--- src/rtl/uart_pkg.sv ---
// Shared definitions for the configurable UART: parity modes, state encodings
// and elaboration-time helpers.
package uart_pkg;

   localparam int ParNone = 0;
   localparam int ParEven = 1;
   localparam int ParOdd  = 2;

   typedef enum logic [2:0] {
      TX_IDLE,
      TX_START,
      TX_DATA,
      TX_PARITY,
      TX_STOP
   } tx_state_t;

   typedef enum logic [2:0] {
      RX_IDLE,
      RX_DATA,
      RX_PARITY,
      RX_STOP,
      RX_ERROR
   } rx_state_t;

   function automatic int frame_bits(input int data_bits, input int parity, input int stop_bits);
      return 1 + data_bits + ((parity != ParNone) ? 1 : 0) + stop_bits;
   endfunction

   function automatic int clog2(input int value);
      int r;
      r = 0;
      for (int i = 0; i < 31; i++) begin
         if ((1 << i) < value) r = i + 1;
      end
      return r;
   endfunction

endpackage

--- src/rtl/uart_cfg_rx.sv ---
// UART receiver: input synchroniser, bit-timing FSM and a one-word output
// buffer carrying framing/parity status and an overrun pulse.
//
// state     | meaning
// RX_IDLE   | line idle; counts low cycles to find mid start bit
// RX_DATA   | sampling data bits, LSB first
// RX_PARITY | sampling and checking the parity bit
// RX_STOP   | sampling stop bit(s)
// RX_ERROR  | stop bit was 0; waiting for the line to return high
module uart_cfg_rx
   import uart_pkg::*;
#(
   parameter int Period   = 10,
   parameter int DataBits = 8,
   parameter int Parity   = 0,
   parameter int StopBits = 1
) (
   input  logic                clk,
   input  logic                rst,
   input  logic                uart_rx,
   output logic                dout_valid,
   input  logic                dout_ready,
   output logic [DataBits-1:0] dout_data,
   output logic                dout_frame_err,
   output logic                dout_parity_err,
   output logic                rx_overrun
);

   localparam int HalfPeriod = Period / 2;
   localparam int TW         = clog2(Period);

   logic                rx_meta;
   logic                rx_sync;
   rx_state_t           state;
   rx_state_t           state_nxt;
   logic [TW-1:0]       timer;
   logic [TW-1:0]       timer_nxt;
   logic [3:0]          bit_cnt;
   logic [3:0]          bit_cnt_nxt;
   logic [DataBits-1:0] shreg;
   logic [DataBits-1:0] shreg_nxt;
   logic                par_err;
   logic                par_err_nxt;
   logic                par_calc;
   logic                tick;
   logic                done;
   logic                done_ferr;

   assign tick     = (timer == TW'(Period - 1));
   assign par_calc = (Parity == ParOdd) ? ~(^shreg) : (^shreg);

   always_ff @(posedge clk) begin
      if (rst) begin
         rx_meta <= 1'b1;
         rx_sync <= 1'b1;
      end else begin
         rx_meta <= uart_rx;
         rx_sync <= rx_meta;
      end
   end

   always_ff @(posedge clk) begin
      if (rst) begin
         state   <= RX_IDLE;
         timer   <= '0;
         bit_cnt <= '0;
         shreg   <= '0;
         par_err <= 1'b0;
      end else begin
         state   <= state_nxt;
         timer   <= timer_nxt;
         bit_cnt <= bit_cnt_nxt;
         shreg   <= shreg_nxt;
         par_err <= par_err_nxt;
      end
   end

   always_comb begin
      state_nxt   = state;
      timer_nxt   = tick ? '0 : timer + 1'b1;
      bit_cnt_nxt = bit_cnt;
      shreg_nxt   = shreg;
      par_err_nxt = par_err;
      done        = 1'b0;
      done_ferr   = 1'b0;
      case (state)
         RX_IDLE: begin
            if (!rx_sync) begin
               if (timer == TW'(HalfPeriod - 1)) begin
                  state_nxt   = RX_DATA;
                  timer_nxt   = '0;
                  bit_cnt_nxt = '0;
                  par_err_nxt = 1'b0;
               end else begin
                  timer_nxt = timer + 1'b1;
               end
            end else begin
               timer_nxt = '0;
            end
         end
         RX_DATA: begin
            if (tick) begin
               shreg_nxt = {rx_sync, shreg[DataBits-1:1]};
               if (bit_cnt == 4'(DataBits - 1)) begin
                  bit_cnt_nxt = '0;
                  state_nxt   = (Parity != ParNone) ? RX_PARITY : RX_STOP;
               end else begin
                  bit_cnt_nxt = bit_cnt + 1'b1;
               end
            end
         end
         RX_PARITY: begin
            if (tick) begin
               par_err_nxt = (rx_sync != par_calc);
               state_nxt   = RX_STOP;
            end
         end
         RX_STOP: begin
            if (tick) begin
               // a failed stop bit ends the frame early but still delivers the word
               if (!rx_sync) begin
                  done      = 1'b1;
                  done_ferr = 1'b1;
                  state_nxt = RX_ERROR;
               end else if (bit_cnt == 4'(StopBits - 1)) begin
                  done      = 1'b1;
                  state_nxt = RX_IDLE;
               end else begin
                  bit_cnt_nxt = bit_cnt + 1'b1;
               end
            end
         end
         RX_ERROR: begin
            timer_nxt = '0;
            if (rx_sync) state_nxt = RX_IDLE;
         end
         default: begin
            state_nxt = RX_IDLE;
            timer_nxt = '0;
         end
      endcase
   end

   always_ff @(posedge clk) begin
      if (rst) begin
         dout_valid      <= 1'b0;
         dout_data       <= '0;
         dout_frame_err  <= 1'b0;
         dout_parity_err <= 1'b0;
         rx_overrun      <= 1'b0;
      end else begin
         rx_overrun <= 1'b0;
         if (done) begin
            if (!dout_valid || dout_ready) begin
               dout_valid      <= 1'b1;
               dout_data       <= shreg;
               dout_frame_err  <= done_ferr;
               dout_parity_err <= par_err;
            end else begin
               rx_overrun <= 1'b1;
            end
         end else if (dout_ready) begin
            dout_valid <= 1'b0;
         end
      end
   end

endmodule

--- src/rtl/uart_cfg.sv ---
// Configurable UART transceiver top: transmitter FSM plus the receiver block.
//
// state     | meaning
// TX_IDLE   | waiting for a word, din_ready high
// TX_START  | driving the start bit
// TX_DATA   | driving data bits, LSB first
// TX_PARITY | driving the parity bit
// TX_STOP   | driving stop bit(s)
module uart_cfg
   import uart_pkg::*;
#(
   parameter int ClockHz  = 80000000,
   parameter int Baud     = 115200,
   parameter int DataBits = 8,
   parameter int Parity   = 0,
   parameter int StopBits = 1
) (
   input  logic                clk,
   input  logic                rst,
   input  logic                uart_rx,
   output logic                uart_tx,
   input  logic                din_valid,
   output logic                din_ready,
   input  logic [DataBits-1:0] din_data,
   output logic                dout_valid,
   input  logic                dout_ready,
   output logic [DataBits-1:0] dout_data,
   output logic                dout_frame_err,
   output logic                dout_parity_err,
   output logic                rx_overrun
);

   localparam int Period    = ClockHz / Baud;
   localparam int TW        = clog2(Period);
   localparam int FrameBits = frame_bits(DataBits, Parity, StopBits);

   tx_state_t           tx_state;
   tx_state_t           tx_state_nxt;
   logic [TW-1:0]       tx_timer;
   logic [TW-1:0]       tx_timer_nxt;
   logic [3:0]          tx_pos;
   logic [3:0]          tx_pos_nxt;
   logic [DataBits-1:0] tx_shreg;
   logic [DataBits-1:0] tx_shreg_nxt;
   logic                tx_par;
   logic                tx_par_nxt;
   logic                tx_line_nxt;
   logic                tx_tick;

   assign din_ready = (tx_state == TX_IDLE);
   assign tx_tick   = (tx_timer == TW'(Period - 1));

   always_ff @(posedge clk) begin
      if (rst) begin
         tx_state <= TX_IDLE;
         tx_timer <= '0;
         tx_pos   <= '0;
         tx_shreg <= '0;
         tx_par   <= 1'b0;
         uart_tx  <= 1'b1;
      end else begin
         tx_state <= tx_state_nxt;
         tx_timer <= tx_timer_nxt;
         tx_pos   <= tx_pos_nxt;
         tx_shreg <= tx_shreg_nxt;
         tx_par   <= tx_par_nxt;
         uart_tx  <= tx_line_nxt;
      end
   end

   // tx_pos is the index of the bit on the line within the whole frame
   always_comb begin
      tx_state_nxt = tx_state;
      tx_timer_nxt = tx_tick ? '0 : tx_timer + 1'b1;
      tx_pos_nxt   = tx_pos;
      tx_shreg_nxt = tx_shreg;
      tx_par_nxt   = tx_par;
      tx_line_nxt  = uart_tx;
      case (tx_state)
         TX_IDLE: begin
            tx_timer_nxt = '0;
            tx_line_nxt  = 1'b1;
            if (din_valid) begin
               tx_state_nxt = TX_START;
               tx_shreg_nxt = din_data;
               tx_par_nxt   = (Parity == ParOdd) ? ~(^din_data) : (^din_data);
               tx_pos_nxt   = '0;
               tx_line_nxt  = 1'b0;
            end
         end
         TX_START: begin
            if (tx_tick) begin
               tx_state_nxt = TX_DATA;
               tx_pos_nxt   = 4'd1;
               tx_line_nxt  = tx_shreg[0];
            end
         end
         TX_DATA: begin
            if (tx_tick) begin
               tx_pos_nxt = tx_pos + 1'b1;
               if (tx_pos == 4'(DataBits)) begin
                  if (Parity != ParNone) begin
                     tx_state_nxt = TX_PARITY;
                     tx_line_nxt  = tx_par;
                  end else begin
                     tx_state_nxt = TX_STOP;
                     tx_line_nxt  = 1'b1;
                  end
               end else begin
                  tx_shreg_nxt = {1'b0, tx_shreg[DataBits-1:1]};
                  tx_line_nxt  = tx_shreg[1];
               end
            end
         end
         TX_PARITY: begin
            if (tx_tick) begin
               tx_state_nxt = TX_STOP;
               tx_pos_nxt   = tx_pos + 1'b1;
               tx_line_nxt  = 1'b1;
            end
         end
         TX_STOP: begin
            if (tx_tick) begin
               if (tx_pos == 4'(FrameBits - 1)) begin
                  tx_state_nxt = TX_IDLE;
               end else begin
                  tx_pos_nxt = tx_pos + 1'b1;
               end
            end
         end
         default: begin
            tx_state_nxt = TX_IDLE;
            tx_line_nxt  = 1'b1;
         end
      endcase
   end

   uart_cfg_rx #(
      .Period   (Period),
      .DataBits (DataBits),
      .Parity   (Parity),
      .StopBits (StopBits)
   ) u_rx (
      .clk             (clk),
      .rst             (rst),
      .uart_rx         (uart_rx),
      .dout_valid      (dout_valid),
      .dout_ready      (dout_ready),
      .dout_data       (dout_data),
      .dout_frame_err  (dout_frame_err),
      .dout_parity_err (dout_parity_err),
      .rx_overrun      (rx_overrun)
   );

endmodule

--- config.mk ---
export PLATFORM = sky130hd
export DESIGN_NAME = uart_cfg
export DESIGN_NICKNAME = d
export VERILOG_FILES = /design/src/rtl/uart_pkg.sv /design/src/rtl/uart_cfg_rx.sv /design/src/rtl/uart_cfg.sv
export SDC_FILE = /design/constraint.sdc
export NUM_CORES = 1
export LEC_CHECK = 0
export CAP_MARGIN = 10
export CORE_ASPECT_RATIO = 1.25
export CORE_UTILIZATION = 57
export DETAILED_ROUTE_END_ITERATION = 6
export PLACE_DENSITY_LB_ADDON = 0.3
export SLEW_MARGIN = 20
export SYNTH_ARGS = -nofsm -noshare
export SYNTH_HDL_FRONTEND = slang
export SYNTH_SLANG_ARGS = --single-unit
--- constraint.sdc ---
create_clock -name clk -period 3.9 [get_ports clk]
set_input_delay 0.975 -clock clk [delete_from_list [all_inputs] [get_ports clk]]
set_output_delay 0.975 -clock clk [all_outputs]
set_load 0.05 [all_outputs]
==> reports/metrics.yaml <==
ctsHoldBuffers: 0
muxShareOfSynthArea_pct: 8.69
crit_chain: "or2_2 > nor2_1 > clkdlybuf4s50_1"
horizontal_die_dimension_microns: 69.6
synth_warnings: 0
synth_compound_area_share_pct: 14.3
layout-drive-gt1-share_pct: 9.54
power.share.clock_pct: 44.2
post_drt_via_cell_ratio: 5.75
final_min_period_over_clock_period_pct: 78.2
timing.critical_path.required_ns: 2.92
proportion_of_synthesized_flip_flops_having_asynchronous_set_or_reset_pct: 0
synth_xor_area_share_pct: 5.92
area_share_of_the_leading_cell_type_in_the_synthesized_netlist_pct: 40.6
synth_top_cells_by_area: "sky130_fd_sc_hd__dfxtp_1 (41%), sky130_fd_sc_hd__mux2i_1 (8.0%), sky130_fd_sc_hd__nor2_1 (6.0%), sky130_fd_sc_hd__ha_1 (3.8%), sky130_fd_sc_hd__xnor2_1 (3.8%)"
grt_start_max_net_pins: 19
finalHoldViolations: 0
track_usage_pct: 21.2
first_global_vias: 2396
cap_viol_max_count: 0
largest_stage_delay_worst_path_ns: 0.82
dpl_cell_area_sq_mm: 0.00355
seqPwrFrac_pct: 50.0
synth_top_family_by_area: "simple AND/OR/NAND/NOR gates"
final_cell_mix: "sky130_fd_sc_hd__dfxtp_1 (66), sky130_fd_sc_hd__nor2_1 (52), sky130_fd_sc_hd__mux2i_1 (26), sky130_fd_sc_hd__clkdlybuf4s50_1 (26), sky130_fd_sc_hd__a21oi_1 (19)"
net-switching-power_mw: 0.312
hpwlAfterDp_microns: 4260
tns_ns: 0
clock_sinks: 66
drc_errors: 0
timing.critical_path.fanout_max: 12
num_vias: 2599
multi_input_area_sq_mm: 0.00179
area.sequential_sq_mm: 0.00132
synth.avg_cell_area_sq_um: 9.01
cellInternalPower_mw: 1.08
worst_ep_arrival_time_ns: 2.08
fillers: 440
layout.cells.non_filler: 452
global_route_wire_length_before_repair_microns: 10300
netlist.top_cell.by_area: "sky130_fd_sc_hd__dfxtp_1"
cts_root_buffer: "sky130_fd_sc_hd__clkbuf_8"
synth.yosys.seq_area_share_pct: 40.6
run_status: "complete, no violations"
min_period_ns: 3.05
synth-seq-cells: 66
layout_commonest_cell: "sky130_fd_sc_hd__dfxtp_1"
power_frac_comb_pct: 5.8
worst_path_dominant_cell_family: "buffers and inverters"
drt_wl_total_microns: 6110
post-place-cells: 436
endpoint_kind: "output port"
synth_area_sq_mm: 0.00325
pin_count: 27
syn_nets: 384
critical_path_buf_inv_count: 1
longest_clk_path_bufs: 2
setup.worst_path.start_class: "flop"
tritoncts: "yes"
initialDrtViolationCount: 173
yosys.area_share.adder_pct: 3.84
critPathSlowestCell: "sky130_fd_sc_hd__clkdlybuf4s50_1"
tritoncts_buffers: 9
grt_antenna_before_repair: 0
postCtsSetupRepairBufs: 0
floorplan.initialDensity_pct: 59.4
clock.fmax_mhz: 328
postSynthCellCount: 361
setup_slack_ns: 0.848
antenna_cells: 0
h-tree-depth: 3
tightest_slew_ns: 0.970
post_synth_num_cell_types: 57
cts_resized: 0
global_route.overflow_total: 0
chipHeight_microns: 86.5
clock_latency_ns: 0.34
clock-skew-final_ns: 0.0106
placeableCoreArea_sq_mm: 0.00548
netSwitchingFraction_pct: 22.3
dominantRegCellSynth: "sky130_fd_sc_hd__dfxtp_1"
fin_worst_hold_slack_ns: 0.417
drt_pre_antenna_iters: 4
final-max-slew-violation-count: 0
power-per-cell-area_mw_per_mm2: 371
gp_congestion: 0.865
io_buffers: 26
placement_rows: 30
die_area_sq_mm: 0.00602
place_ws_ns: 0.864
final_core_util_pct: 68.5
p_leak_nw: 1.23
post_synthesis_simple_gate_area_fraction_pct: 22.1
stdcell_area_sq_mm: 0.00376
critical_path_class: "flop to output port"
clock_slew_seen_by_the_registers_of_the_worst_setup_and_hold_paths_ns: 0.07
route.detailed.wl_per_inst_microns: 13.5
synth-edff-count: 0
max_slew_margin_pct: 35.1
grt_setup_unrepaired: "false"
postRouteAntennaNets: 0
worst_hold_path_type: "flop to flop"
nNetsFinal: 406
flow.area_growth_from_synthesis_pct: 15.4
total_power_after_layout_mw: 1.39
report.final.setup_viol: 0
peakVddDrop_uv: 309
[synthesized netlist by cell type, types with 8 or more instances]
cell                        n
sky130_fd_sc_hd__dfxtp_1   66
sky130_fd_sc_hd__nor2_1    52
sky130_fd_sc_hd__mux2i_1   26
sky130_fd_sc_hd__a21oi_1   19
sky130_fd_sc_hd__inv_1     16
sky130_fd_sc_hd__nand2_1   14
sky130_fd_sc_hd__xnor2_1   14
sky130_fd_sc_hd__clkbuf_1  13
sky130_fd_sc_hd__nand3_1   11
sky130_fd_sc_hd__o21ai_0   11
sky130_fd_sc_hd__ha_1      10
sky130_fd_sc_hd__nor3_1     8
sky130_fd_sc_hd__xor2_1     8
[registers in the layout, summed over array words and instances, names as in the netlist]
register and cells:
tx_timer 10, u_rx.timer 10, tx_shreg 8, u_rx.dout_data 8, u_rx.shreg 8, tx_pos 4
u_rx.bit_cnt 4, tx_state 3, u_rx.state 3, u_rx.dout_frame_err 1, u_rx.dout_parity_err 1, u_rx.dout_valid 1
u_rx.par_err 1, u_rx.rx_meta 1, u_rx.rx_overrun 1, u_rx.rx_sync 1, uart_tx 1
[layout make-up]
cell class	count	area share, %
timing repair buffer	31	7.93
clock buffer	11	3.50
inverter	16	1.60
clock inverter	5	2.10
sequential	66	35.2
tap	64	2.13
multi-input combinational	259	47.6
[path summary, 6_finish.rpt]
| check | from | endpoint | slack [ns] | cells after the start |
|---|---|---|---|---|
| worst max register to register | tx_timer[0] | tx_shreg[6] | 1.55 | 6 |
| worst min register to register | u_rx.rx_meta | u_rx.rx_sync | 0.42 | 1 |
| worst max-delay path | tx_state[1] | din_ready | 0.85 | 3 |
| worst min-delay path | u_rx.rx_meta | u_rx.rx_sync | 0.42 | 1 |
[logic make-up (layout without fill, tap and decap cells)]
group,count (synthesis),in the layout
flops,66,66
xor+xnor,22,22
fa+ha+maj,10,10
compound gates,65,65
simple gates,134,134
mux,28,28
buf+inv,36,63
[layer usage]
| layer | share of wire, % | vias up | global-route usage, % |
|---|---|---|---|
| met2 | 51 | 39 | 38.0 |
| met5 | 0 | - | 0 |
| met1 | 45 | 1232 | 24.3 |
| met4 | 0.56 | 0 | 8.53 |
| li1 | - | 1326 | - |
| met3 | 3.5 | 2 | 5.23 |
[power groups by stage]
stage               registers, mW  clock network [mW]  logic (mW)
finish                      0.697               0.616      0.0812
global route                0.699               0.649      0.0902
CTS                         0.697               0.627      0.0817
detailed placement          0.712                   0      0.0816
global placement            0.712                   0      0.0791
floorplan                   0.711                   0      0.0543
Power figures use the tool's default switching activity.
